`config.mk`:
```
export PLATFORM = sky130hd
export DESIGN_NAME = multicycle_ctrl
export DESIGN_NICKNAME = d
export VERILOG_FILES = /design/src/rtl/cpu_ctrl_pkg.sv /design/src/rtl/mem_wait_timer.sv /design/src/rtl/multicycle_ctrl.sv
export SDC_FILE = /design/constraint.sdc
export NUM_CORES = 1
export LEC_CHECK = 0
export ABC_AREA = 0
export CAP_MARGIN = 0
export CORE_MARGIN = 1.5
export CORE_UTILIZATION = 32
export CTS_CLUSTER_DIAMETER = 100
export DETAILED_ROUTE_END_ITERATION = 7
export PLACE_DENSITY_LB_ADDON = 0.2
export SLEW_MARGIN = 10
export SYNTH_ARGS = -nofsm -noshare
export SYNTH_HDL_FRONTEND = slang
export SYNTH_SLANG_ARGS = --single-unit
```
`constraint.sdc`:
```
create_clock -name clk -period 4.7 [get_ports clk]
set_clock_uncertainty 0.15 [all_clocks]
set_input_delay 0.94 -clock clk [delete_from_list [all_inputs] [get_ports clk]]
set_output_delay 0.94 -clock clk [all_outputs]
set_load 0.05 [all_outputs]
```
`src/rtl/cpu_ctrl_pkg.sv`:
```
// Shared definitions for the multi-cycle RV32I sequencing controller:
// state encoding, recognised opcodes, ALUOp selectors and error codes.
package cpu_ctrl_pkg;

    typedef enum logic [2:0] {
        S_FETCH  = 3'd0,
        S_DECODE = 3'd1,
        S_EXEC   = 3'd2,
        S_MEM    = 3'd3,
        S_WB     = 3'd4,
        S_HALT   = 3'd5
    } state_t;

    localparam logic [6:0] OP_RTYPE  = 7'b0110011;
    localparam logic [6:0] OP_IALU   = 7'b0010011;
    localparam logic [6:0] OP_LOAD   = 7'b0000011;
    localparam logic [6:0] OP_STORE  = 7'b0100011;
    localparam logic [6:0] OP_BRANCH = 7'b1100011;

    localparam logic [1:0] ALUOP_ADD   = 2'b00;
    localparam logic [1:0] ALUOP_SUB   = 2'b01;
    localparam logic [1:0] ALUOP_FUNCT = 2'b10;

    localparam logic [1:0] ERR_NONE    = 2'b00;
    localparam logic [1:0] ERR_ILLEGAL = 2'b01;
    localparam logic [1:0] ERR_TIMEOUT = 2'b10;

    // True for the opcodes this controller knows how to sequence.
    function automatic logic is_legal(input logic [6:0] op);
        return (op == OP_RTYPE) || (op == OP_IALU) || (op == OP_LOAD) ||
               (op == OP_STORE) || (op == OP_BRANCH);
    endfunction

endpackage

```
`src/rtl/mem_wait_timer.sv`:
```
// Wait-state counter shared by the instruction fetch and data access phases.
// Counts cycles where a request is pending without ready; timeout is raised
// in the cycle that would bring the count to LIMIT. LIMIT = 0 never times out.
module mem_wait_timer #(
    parameter int LIMIT = 0
) (
    input  logic clk,
    input  logic reset,
    input  logic en,
    input  logic clr,
    output logic timeout
);

    localparam int CW = (LIMIT > 1) ? $clog2(LIMIT) : 1;

    logic [CW-1:0] count;

    // Stall count: cleared on ready or phase change, advanced while stalled.
    always_ff @(posedge clk or negedge reset) begin
        if (!reset) begin
            count <= '0;
        end else if (clr) begin
            count <= '0;
        end else if (en) begin
            count <= count + 1'b1;
        end
    end

    assign timeout = (LIMIT != 0) && en && (count == CW'(LIMIT - 1));

endmodule

```
`src/rtl/multicycle_ctrl.sv`:
```
// Multi-cycle sequencing controller for the RV32I datapath.
// Walks each instruction through FETCH/DECODE/EXEC/MEM/WB with req/ready
// memory handshakes. Optional performance counters under `PERF_CNT_EN`.
module multicycle_ctrl
    import cpu_ctrl_pkg::*;
#(
    parameter int STALL_LIMIT = 0,
    parameter int PERF_W      = 32
) (
    input  logic        clk,
    input  logic        reset,
    input  logic        run,
    input  logic [6:0]  opcode,
    input  logic [2:0]  funct3,
    input  logic        zero,
    input  logic        imem_ready,
    input  logic        dmem_ready,
    output logic        imem_req,
    output logic        dmem_req,
    output logic        ir_write,
    output logic        pc_write,
    output logic        pc_sel,
    output logic        reg_write,
    output logic        mem_read,
    output logic        mem_write,
    output logic        mem_to_reg,
    output logic        alu_src,
    output logic [1:0]  alu_op,
    output logic        halted,
    output logic [1:0]  err
`ifdef PERF_CNT_EN
    ,
    output logic [PERF_W-1:0] cycle_cnt,
    output logic [PERF_W-1:0] instret_cnt
`endif
);

    state_t     state, state_nx;
    logic [6:0] opcode_q;
    logic [1:0] err_nx;
    logic       wait_en, wait_clr, timeout;
    logic       unused_funct3;

    // Only funct3[0] distinguishes BEQ from BNE; the other bits are not needed.
    assign unused_funct3 = ^funct3[2:1];

    assign wait_en  = ((state == S_FETCH) && run && !imem_ready) ||
                      ((state == S_MEM) && !dmem_ready);
    assign wait_clr = ((state == S_MEM) ? dmem_ready : imem_ready) || (state_nx != state);

    mem_wait_timer #(.LIMIT(STALL_LIMIT)) u_wait (
        .clk     (clk),
        .reset   (reset),
        .en      (wait_en),
        .clr     (wait_clr),
        .timeout (timeout)
    );

    // State and sticky error register.
    always_ff @(posedge clk or negedge reset) begin
        if (!reset) begin
            state <= S_FETCH;
            err   <= ERR_NONE;
        end else begin
            state <= state_nx;
            err   <= err_nx;
        end
    end

    // Capture the opcode while in DECODE so later phases see a stable copy.
    always_ff @(posedge clk or negedge reset) begin
        if (!reset) begin
            opcode_q <= '0;
        end else if (state == S_DECODE) begin
            opcode_q <= opcode;
        end
    end

    // Next-state and control decode; everything forced low while in reset.
    always_comb begin
        state_nx   = state;
        err_nx     = err;
        imem_req   = 1'b0;
        dmem_req   = 1'b0;
        ir_write   = 1'b0;
        pc_write   = 1'b0;
        pc_sel     = 1'b0;
        reg_write  = 1'b0;
        mem_read   = 1'b0;
        mem_write  = 1'b0;
        mem_to_reg = 1'b0;
        alu_src    = 1'b0;
        alu_op     = ALUOP_ADD;
        halted     = 1'b0;
        if (reset) begin
            case (state)
                S_FETCH: begin
                    if (run) begin
                        imem_req = 1'b1;
                        if (imem_ready) begin
                            ir_write = 1'b1;
                            pc_write = 1'b1;
                            state_nx = S_DECODE;
                        end else if (timeout) begin
                            err_nx   = ERR_TIMEOUT;
                            state_nx = S_HALT;
                        end
                    end
                end
                S_DECODE: begin
                    if (is_legal(opcode)) begin
                        state_nx = S_EXEC;
                    end else begin
                        err_nx   = ERR_ILLEGAL;
                        state_nx = S_HALT;
                    end
                end
                S_EXEC: begin
                    case (opcode_q)
                        OP_RTYPE: begin
                            alu_op   = ALUOP_FUNCT;
                            state_nx = S_WB;
                        end
                        OP_IALU: begin
                            alu_src  = 1'b1;
                            alu_op   = ALUOP_FUNCT;
                            state_nx = S_WB;
                        end
                        OP_LOAD, OP_STORE: begin
                            alu_src  = 1'b1;
                            alu_op   = ALUOP_ADD;
                            state_nx = S_MEM;
                        end
                        OP_BRANCH: begin
                            alu_op = ALUOP_SUB;
                            if (zero ^ funct3[0]) begin
                                pc_write = 1'b1;
                                pc_sel   = 1'b1;
                            end
                            state_nx = S_FETCH;
                        end
                        default: state_nx = S_FETCH;
                    endcase
                end
                S_MEM: begin
                    dmem_req  = 1'b1;
                    mem_read  = (opcode_q == OP_LOAD);
                    mem_write = (opcode_q == OP_STORE);
                    if (dmem_ready) begin
                        state_nx = (opcode_q == OP_LOAD) ? S_WB : S_FETCH;
                    end else if (timeout) begin
                        err_nx   = ERR_TIMEOUT;
                        state_nx = S_HALT;
                    end
                end
                S_WB: begin
                    reg_write  = 1'b1;
                    mem_to_reg = (opcode_q == OP_LOAD);
                    state_nx   = S_FETCH;
                end
                S_HALT: begin
                    halted = 1'b1;
                end
                default: state_nx = S_HALT;
            endcase
        end
    end

`ifdef PERF_CNT_EN
    // Cycle and retired-instruction counters; both wrap naturally.
    always_ff @(posedge clk or negedge reset) begin
        if (!reset) begin
            cycle_cnt   <= '0;
            instret_cnt <= '0;
        end else begin
            if (state != S_HALT) begin
                cycle_cnt <= cycle_cnt + 1'b1;
            end
            if ((state == S_EXEC || state == S_MEM || state == S_WB) && state_nx == S_FETCH) begin
                instret_cnt <= instret_cnt + 1'b1;
            end
        end
    end
`else
    localparam int unused_perf_w = PERF_W;
`endif

endmodule

```
Word-level counts from Yosys, hierarchy flattened
Cells that the tools add are included.
Word-level totals
  register bits: 11
  bits of input ports: 16
  output and inout bits: 15
  word-level logic and storage cells: 72
Operators by class
  eq/ne operators: 18
  multiplexer cells: 38
  bitwise gates (word level): 3
  reductions and logical operators: 10
Operators by type and width (count)
  $eq 7x6->1 const B: 4
  $mux 1: 27
  $pmux 3 s6: 1
  $mux 3: 5
  $eq 7x2->1 const B: 2
  $eq 7x5->1 const B: 2
  $eq 7x7->1 const B: 2
  $eq 3x2->1 const B: 2
  $eq 3x3->1 const B: 2
  $ne 2x2->1 const B: 3
  $pmux 3 s2: 1
  $reduce_and 5->1: 1
  $logic_or 1x1->1: 4
  $mux 2: 2
  $pmux 2 s2: 1
  $reduce_or 2->1: 2
  $eq 3x1->1 const B: 1
  $logic_not 3->1: 1
  $reduce_and 3->1: 1
  $reduce_or 3->1: 1
  $not 1->1: 2
  $pmux 1 s2: 1
  $xor 1x1->1: 1

Depth between registers and ports, before layout
  word-level depth: 7
  depth in mapped cells: 5
  depth with buffers taken out: 4

By module
A second synthesis with hierarchy kept.
Second synthesis, totals
  cell total of the unflattened synthesis: 110
  area, all modules: 915.9 um^2
By module, submodules not included
  multicycle_ctrl: instances 1, cells each 108, area an instance 904.6 um^2, sequential area each 300.3 um^2
  mem_wait_timer: instances 1, cells each 2, area an instance 11.3 um^2, sequential area each 0.0 um^2

Least setup slack after synthesis
OpenSTA, ideal clock, no wires.
  path kind: input-to-output
  from: input reset
  to: output mem_to_reg
  data arrival time: 2.674 ns
  data required time: 3.610 ns
  slack: 0.936 ns
  stages: 3
  path buffers: 0
  cells stage by stage: nor2b_1 > nand2_1 > nor4_1
On the way
  cells in the longest elaborated chain, start to end: 1
RTL lines
  start, declared: line multicycle_ctrl.sv:11  | input logic reset,
  $mux 1: line multicycle_ctrl.sv:95  | if (reset) begin
  end, declared: line multicycle_ctrl.sv:26  | output logic mem_to_reg,
Every way passes these cells.

Worst setup path in the final report
  from: input reset
  to: output alu_op[0]
On the way
  cells in the longest elaborated chain, start to end: 1
RTL lines
  $mux 2: line multicycle_ctrl.sv:95
  end, declared: line multicycle_ctrl.sv:28  | output logic [1:0] alu_op,
Every way passes these cells.

==> results.txt <==
----------------------------------------------------
[Setup path]
  Setup slack on the worst flop-to-flop path ... 2.87 ns
  Most used cell, CP ... sky130_fd_sc_hd__clkdlybuf4s50_1
  Crit path largest cell delay ... 0.79 ns
  Count of buffer and inverter cells on the critical path ... 3
  Sequence of cells on the critical path ... clkdlybuf4s50_1 > nand2_1 > nor3_1 > nand4_1 > inv_1 > clkdlybuf4s50_1
  Setup crit end kind ... primary output
  Setup Crit Path Kind ... primary input to primary output
  Startpoint types ... primary input
  CP delay by family, top ... buffers and inverters
  Critical-path top delay cell ... sky130_fd_sc_hd__clkdlybuf4s50_1
  CP Data Arrival Time ... 2.88 ns
  Worst-path maximum fanout ... 3
  CP required ... 3.61 ns

[Run status]
  Result of the run ... finished, final reports clean

[Timing]
  Min Tclk post-route ... 3.97 ns
  Highest clock rate ... 252 MHz
  Fin Setup TNS ... 0 ns
  Tightest Pin Transition ... 0.500 ns
  Normalized max-slew margin ... 66.5%
  Number of hold violations in the final report ... 0
  Final setup fails ... 0
  RSZ-0062 raised after global routing ... no
  Max-slew violation count ... 0
  Post-route fraction of the period consumed by the critical path ... 84.4%

[Global routing]
  Wire length of the first global-routing pass ... 2.66 mm
  Initial antenna violation count ... 0
  Largest net degree at the start of global routing ... 16
  Vias in the first global route ... 601
  Total routing resource utilization after global routing ... 13.5%
  GR Overflow Total ... 0

[Synth]
  Nets in the synthesized netlist ... 95
  Part of the Yosys area used for sequential elements ... 36.3%
  Post-Synthesis Cells ... 79
  Post-synthesis instance area ... 758 um2
  Count of warnings emitted by yosys ... 0
  Post-synthesis average cell area ... 9.60 um2
  Number of synthesized register bits ... 11
  Distinct cell type count of the synthesized netlist ... 32

[Clock tree]
  Clock Tree Buf Depth ... 2
  Count of H-tree levels built during CTS ... 1
  Clk slew on worst S/H paths ... 0.07 ns
  Clock buffers created by TritonCTS ... 3
  Hold-fix buffer count after cts ... 0
  Clock sinks ... 11
  TritonCTS clock tree ... yes
  Clock Tree Root ... sky130_fd_sc_hd__clkbuf_4
  Post_cts resized ... 0
  Source-to-sink clock delay at the later pin of the worst-skew pair ... 0.27 ns
  Postcts setup bufs ... 0

[Die]
  Core footprint ... 2230 um2
  Starting density of the core ... 33.9%
  Number of cell rows ... 17
  Overall die area ... 2670 um2
  DIE HEIGHT ... 51.7 um
  Die X-Extent ... 51.7 um
  Io pins ... 31

[Pwr]
  Power per standard cell area ... 430 nW/um2
  Leakage power figure ... 0.401 nW
  Worst vdd ir ... 0.224 mV

[Detailed routing]
  Length of routed met2 wiring ... 751 um
  Total wire length after detailed routing ... 1.67 mm
  Number of DRC violations after detailed routing ... 0
  Iter 0 DRT Violations ... 4
  Per-cell routed wire length ... 12.4 um
  Top routing layer in use ... met4
  Number of nets still failing antenna checks after routing ... 0
  Detailed-routed wire length on met3 ... 86 um
  Detail-routed via count per cell ... 4.92
  DR vias ... 664
  Metal1 wirelength ... 799 um
  DRT Pass-1 Iters ... 4

[Hold path]
  Path type of the worst min-delay path ... register to register

[Cells and area]
  Final core utilization ... 47.9%
  Count of placed standard cells in the final layout, fillers left out ... 135
  Layout overhead on the synthesized area ... 41.1%
  Ant. Diodes ... 0
  Net count of the finished layout ... 124
  Fraction of final layout cells with drive strength greater than 1 ... 18.7%
  Number of inserted filler cells in the final layout ... 235

[Job]
  Max-capacitance violation count ... 0

[Placed design]
  Inst Count DP ... 131
  Count of input and output buffers ... 27
  Placer Congestion ... 0.768
  HPWL after detailed placement ... 1.27 mm

----------------------------------------------------
==> layout make-up <==
type	instances	area [um2]	area share, %
multi-input combinational	61	449	42.0
sequential	11	275	25.7
timing repair buffer	28	273	25.5
tap	28	35.0	3.27
clock buffer	4	26.3	2.46
inverter	3	11.3	1.05
==> report_power, final <==
group	leakage, nW	internal (mW)	switching (mW)	total [mW]
clock	0.0150	0.0329	0.0331	0.0660
sequential	0.125	0.135	0.0606	0.196
combinational	0.261	0.104	0.0939	0.198
==> cells in the final DEF, fill, tap and decap left out, types with 2 or more instances in the layout <==
cell type                          n
sky130_fd_sc_hd__nor3_1            2
sky130_fd_sc_hd__a21oi_1           4
sky130_fd_sc_hd__dfrtp_1          11
sky130_fd_sc_hd__inv_1             3
sky130_fd_sc_hd__mux2_2            7
sky130_fd_sc_hd__nor2_1            8
sky130_fd_sc_hd__clkbuf_4          3
sky130_fd_sc_hd__nand2b_1          4
sky130_fd_sc_hd__buf_4             3
sky130_fd_sc_hd__nor4_1            2
sky130_fd_sc_hd__and3_1            3
sky130_fd_sc_hd__nand2_1           9
sky130_fd_sc_hd__clkdlybuf4s50_1  25
sky130_fd_sc_hd__o21bai_1          3
==> routing by layer <==
| metal | global-route usage (%) | vias to the layer above |
|---|---|---|
| met5 | 0 | - |
| met4 | 7.89 | 0 |
| met3 | 2.59 | 5 |
| met2 | 22.6 | 25 |
| met1 | 15.8 | 298 |
| li1 | - | 336 |
==> through the flow <==
step | total power, mW | setup WS, ns | hold slack, ns | area, um2
CTS | 0.465 | 0.704 | 0.338 | 1070
global placement | 0.391 | 0.717 | 0.316 | 1040
finish | 0.460 | 0.733 | 0.328 | 1070
global route | 0.497 | 0.626 | 0.366 | 1070
detailed placement | 0.397 | 0.704 | 0.311 | 1040
floorplan | 0.343 | 0.936 | 0.332 | 758
==> sequential cells by signal, summed over array words and instances (netlist names) <==
register and flops:
err 1, state 3, opcode_q 7
==> synthesized netlist by cell type <==
library cell / instances / area (um2)
sky130_fd_sc_hd__a2111oi_2: 1 / 15.0
sky130_fd_sc_hd__a2111oi_4: 1 / 27.5
sky130_fd_sc_hd__a21oi_1: 4 / 20.0
sky130_fd_sc_hd__and2_1: 1 / 6.26
sky130_fd_sc_hd__and3_1: 3 / 18.8
sky130_fd_sc_hd__buf_2: 3 / 15.0
sky130_fd_sc_hd__buf_4: 1 / 7.51
sky130_fd_sc_hd__conb_1: 1 / 3.75
sky130_fd_sc_hd__dfrtp_1: 11 / 275
sky130_fd_sc_hd__inv_1: 3 / 11.3
sky130_fd_sc_hd__mux2_2: 7 / 78.8
sky130_fd_sc_hd__nand2_1: 9 / 33.8
sky130_fd_sc_hd__nand2b_1: 4 / 25.0
sky130_fd_sc_hd__nand2b_4: 1 / 13.8
sky130_fd_sc_hd__nand3_1: 1 / 5.00
sky130_fd_sc_hd__nand4_1: 1 / 6.26
sky130_fd_sc_hd__nand4bb_4: 1 / 27.5
sky130_fd_sc_hd__nor2_1: 8 / 30.0
sky130_fd_sc_hd__nor2_2: 1 / 6.26
sky130_fd_sc_hd__nor2b_1: 1 / 6.26
sky130_fd_sc_hd__nor3_1: 2 / 10.0
sky130_fd_sc_hd__nor4_1: 2 / 12.5
sky130_fd_sc_hd__nor4bb_1: 1 / 10.0
sky130_fd_sc_hd__o211ai_1: 1 / 7.51
sky130_fd_sc_hd__o21a_1: 1 / 7.51
sky130_fd_sc_hd__o21bai_1: 3 / 22.5
sky130_fd_sc_hd__o221ai_1: 1 / 8.76
sky130_fd_sc_hd__o32a_2: 1 / 11.3
sky130_fd_sc_hd__or3_2: 1 / 7.51
sky130_fd_sc_hd__or3b_1: 1 / 8.76
sky130_fd_sc_hd__or4b_1: 1 / 10.0
sky130_fd_sc_hd__xnor2_1: 1 / 8.76
==> worst reg2reg max path, cell delays in order, from the launching register on <==
cell	delay, ns
sky130_fd_sc_hd__dfrtp_1	0.48
sky130_fd_sc_hd__nand2b_1	0.29
sky130_fd_sc_hd__nor2_2	0.41
sky130_fd_sc_hd__mux2_2	0.39
==> final timing paths <==
kind,from,to,depth (start not counted)
worst max-delay path,reset,alu_op[0],6
worst min-delay path,err[0],err[0],1
worst max register to register,state[2],opcode_q[5],3
worst min register to register,err[0],err[0],1
max in group asynchronous,reset,opcode_q[2],2
min in group asynchronous,reset,state[0],2
==> kinds of logic after synthesis <==
| kind of cell | share of synthesized area, % |
|---|---|
| XOR/XNOR | 1.16 |
| other | 0.495 |
| buffers and inverters | 4.46 |
| flip-flops | 36.3 |
| AO/OA/AOI/OAI | 15.8 |
| multiplexers | 10.4 |
| AND/OR/NAND/NOR | 31.4 |
No activity file was read; power rests on OpenSTA's default activity.
==> RTL edit 1, RTL diff (config.mk and constraints unchanged) <==
Build with the macro `PERF_CNT_EN` defined.
--- a/src/rtl/multicycle_ctrl.sv
+++ b/src/rtl/multicycle_ctrl.sv
@@ -2,4 +2,6 @@
 // Walks each instruction through FETCH/DECODE/EXEC/MEM/WB with req/ready
 // memory handshakes. Optional performance counters under `PERF_CNT_EN`.
+`define PERF_CNT_EN
+
 module multicycle_ctrl
     import cpu_ctrl_pkg::*;
Behaviour (old outputs only; new: cycle_cnt and instret_cnt): unchanged (Yosys induction, for registers that start in step).
==> RTL edit 1 against the unedited design <==
Synthesized area increased to 4.9 times the old value; final area grew to 4.8 times the old value; fmax up 5.8%; sequential cell count rose by 64; utilization decreased by 2.8 points; power rose to 5.0 times the old value; routed wire length grew to 5.2 times the old value; sequential share of layout area rose by 11 points; critical endpoint is now mem_read; worst setup slack better by 0.22 ns.
==> RTL edit 1: results (changes against the unedited design) <==
Power
  – Peak supply drop: 238 µV (was 224 µV)
  – Sequential share of power: 37.4% (was 42.6%)
  – Switching Share: 35.0% (was 40.8%)
  – Static Leak: 2.15 nW (was 0.401 nW)
  – Pwr Total: 0.00230 W (was 0.000460 W)

Status
  – Status: completed (unchanged)

Cells and area
  – Final #Nets: 456 (was 124)
  – Share of cells above drive strength 1: 10.4% (was 18.7%)

Synthesis
  – Sequential area share after synthesis: 50.0% (was 36.3%)
  – Synth Area per Inst: 10.9 µm² (was 9.60 µm²)
  – Post-synthesis xor/xnor area fraction: 14.7% (was 1.16%)
  – Adder-Cell Fraction of Synth Area: 0.667% (was 0%)
  – Netlist cell types: 48 (was 32)

Critical path
  – Setup crit end: mem_read (was alu_op[0])
  – Critical Path Fanout Max: 5 (was 3)
  – RR Endpoint: instret_cnt[27] (was opcode_q[5])
  – WP data arrival: 2.66 ns (was 2.88 ns)
  – Worst-case reg-to-reg path depth: 6 (was 3)

CTS
  – CTS buffer count: 9 (was 3)
  – Clock insertion delay at the later pin of the skew report: 0.33 ns (was 0.27 ns)
  – H-tree levels: 3 (was 1)

Drt
  – Drt via density: 4.98 (was 4.92)
  – Wire per inst: 14.9 µm (was 12.4 µm)

Placed design
  – Detailed Place HPWL: 6160 µm (was 1270 µm)
  – Port bufs: 91 (was 27)
  – Global placement routability congestion: 0.748 (was 0.768)

Timing
  – Final worst setup slack: 0.950 ns (was 0.733 ns)
RTL edit 1: how the worst min path moves through the flow:
stage,startpoint,endpoint,slack (ns)
floorplan,opcode_q[2],opcode_q[2],0.32
global placement,instret_cnt[31],instret_cnt[31],0.32
detailed placement,cycle_cnt[31],cycle_cnt[31],0.32
CTS,cycle_cnt[31],cycle_cnt[31],0.33
global route,instret_cnt[31],instret_cnt[31],0.35
finish,cycle_cnt[31],cycle_cnt[31],0.32
RTL edit 1: routing by layer:
metal	global-route usage (%)	vias up	share of wire (%)
met5	0	-	0
met4	4.64	0	1.3
met3	4.21	10	4.8
met2	23.0	55	48
met1	18.8	1438	46
li1	-	1418	-
RTL edit 1: area by class of cell:
class	instances	area, µm²	area share, %
clock buffers	13	270	5.25
clock inverters	3	68.8	1.34
inverters	5	18.8	0.365
multi-input cells	252	1800	35.0
flip-flops and latches	75	1880	36.5
well taps	143	179	3.48
repair buffers	95	928	18.0
==> RTL edit 2, RTL diff (config.mk and constraints unchanged) <==
Made on the original files. Register the output `err` once more, without a reset; this adds one clock of latency there. The other outputs are not delayed to match.
--- a/src/rtl/multicycle_ctrl.sv
+++ b/src/rtl/multicycle_ctrl.sv
@@ -36,4 +36,6 @@
 );
 
+    logic [1:0] err_s0;
+
     state_t     state, state_nx;
     logic [6:0] opcode_q;
@@ -61,8 +63,8 @@
         if (!reset) begin
             state <= S_FETCH;
-            err   <= ERR_NONE;
+            err_s0 <= ERR_NONE;
         end else begin
             state <= state_nx;
-            err   <= err_nx;
+            err_s0 <= err_nx;
         end
     end
@@ -80,5 +82,5 @@
     always_comb begin
         state_nx   = state;
-        err_nx     = err;
+        err_nx     = err_s0;
         imem_req   = 1'b0;
         dmem_req   = 1'b0;
@@ -186,4 +188,8 @@
 `endif
 
+    always_ff @(posedge clk) begin
+        err <= err_s0;
+    end
+
 endmodule
 
Behaviour: not the same (a bounded check fails within 4 cycles, from zero or initial values and one cycle with reset low).
==> RTL edit 2 against the unedited design <==
Register-to-register slack better by 0.12 ns; final area is 0.12% lower; power is 11% lower; utilization is 0.51 points lower; worst setup slack better by 0.046 ns; routed wire length is 7.5% higher; sequential power is 5% lower; synthesized area is 1.8% higher; sequential cell count is 1 higher; largest cell class unchanged; worst hold slack worse by 0.10 ns; critical endpoint is now reg_write; critical path type unchanged.
==> RTL edit 2: results (changes against the unedited design) <==
Hold path
  – Hold wc startpoint: err_s0[0] (was err[0])
  – Hold depth: 0 (was 1)

Drt
  – Drt via density: 5.06 (was 4.92)
  – Post-Route WL: 1800 µm (was 1670 µm)
  – Wire per inst: 12.8 µm (was 12.4 µm)
  – First-pass iteration count of the detailed router: 2 (was 4)

Synthesis
  – Async S/R FF share, synth: 91.7% (was 100%)
  – Netlist cell types: 30 (was 32)
  – Sequential area share after synthesis: 38.2% (was 36.3%)
  – Post-synth top cells: 12 x nand2_1, 11 x dfrtp_1, 11 x nor2_1 (was 11 x dfrtp_1, 9 x nand2_1, 8 x nor2_1)
  – Synth area leaders: dfrtp_1 36%, mux2_2 10%, nand2_1 5.8% (was dfrtp_1 36%, mux2_2 10%, nand2_1 4.5%)
  – Synthesized net count: 100 (was 95)

Global routing
  – Global-route wire length before repair: 2980 µm (was 2660 µm)
  – Largest net degree at the start of global routing: 18 (was 16)
  – GRT Total Usage: 15.2% (was 13.5%)
  – Vias in the first global route: 642 (was 601)

Critical path
  – Worst-case reg-to-reg path depth: 5 (was 3)
  – Critical Path Fanout Max: 5 (was 3)
  – R2R Setup Slk: 2.99 ns (was 2.87 ns)
  – WP data arrival: 2.83 ns (was 2.88 ns)

Power
  – Static Leak: 0.428 nW (was 0.401 nW)
  – Peak supply drop: 264 µV (was 224 µV)

Cells and area
  – Biggest regs: opcode_q (7), state (3) (was opcode_q (7), state (3), err (1))
  – Final #Nets: 129 (was 124)

Placed design
  – Global placement routability congestion: 0.773 (was 0.768)

Status
  – Status: completed (unchanged)
-- RTL edit 2: cell types whose count changed after synthesis, sizes merged, moves of 3 or more --
cell    change
nand2b      -4
nor2        +4
and3        +3
nand2       +3
-- RTL edit 2: cell families (layout without fill, tap and decap cells) --
logic type | count (synthesis) | count (layout) | share of synthesized area [%]
flops | 12 | 12 | 38.2
mux | 7 | 7 | 10.2
buf+inv | 7 | 35 | 6.65
compound gates | 17 | 17 | 17.5
simple gates | 39 | 39 | 25.8
xor+xnor | 1 | 1 | 1.13
other cells | 1 | 1 | 0.486
-- RTL edit 2: layer usage --
metal  track usage (%)  wire length, µm  vias up
met3              3.16              124        5
li1                  -                -      350
met2              24.3              821       24
met1              18.5              809      329
met5                 0                0        -
met4              9.21               41        0
-- RTL edit 2: final cells by class --
| cell class | instances | area (µm²) | share of cell area (%) |
|---|---|---|---|
| multi-input combinational | 65 | 425 | 39.8 |
| sequential | 12 | 295 | 27.6 |
| timing repair buffer | 28 | 275 | 25.8 |
| tap | 28 | 35.0 | 3.28 |
| clock buffer | 4 | 26.3 | 2.46 |
| inverter | 3 | 11.3 | 1.05 |
-- RTL edit 2: through the flow --
step                area, µm²  total power (W)  hold slack [ns]
floorplan                 772         0.000302            0.192
global placement         1040         0.000341            0.209
detailed placement       1040         0.000345            0.205
CTS                      1070         0.000413            0.226
global route             1070         0.000442            0.230
finish                   1070         0.000409            0.223
-- RTL edit 2: power by group --
part / internal [W] / leakage, nW / switching, W
combinational: 0.0000783 / 0.281 / 0.0000764
sequential: 0.000142 / 0.132 / 0.0000452
clock: 0.0000329 / 0.0150 / 0.0000345
total: 0.000253 / 0.428 / 0.000156
-- RTL edit 2: worst max path at each step --
stage | from | cells past startpoint | to | slack (ns)
finish | reset | 6 | reg_write | 0.78
global route | reset | 6 | reg_write | 0.62
CTS | reset | 6 | reg_write | 0.78
detailed placement | reset | 6 | reg_write | 0.77
global placement | reset | 6 | reg_write | 0.79
floorplan | reset | 5 | mem_to_reg | 1.10
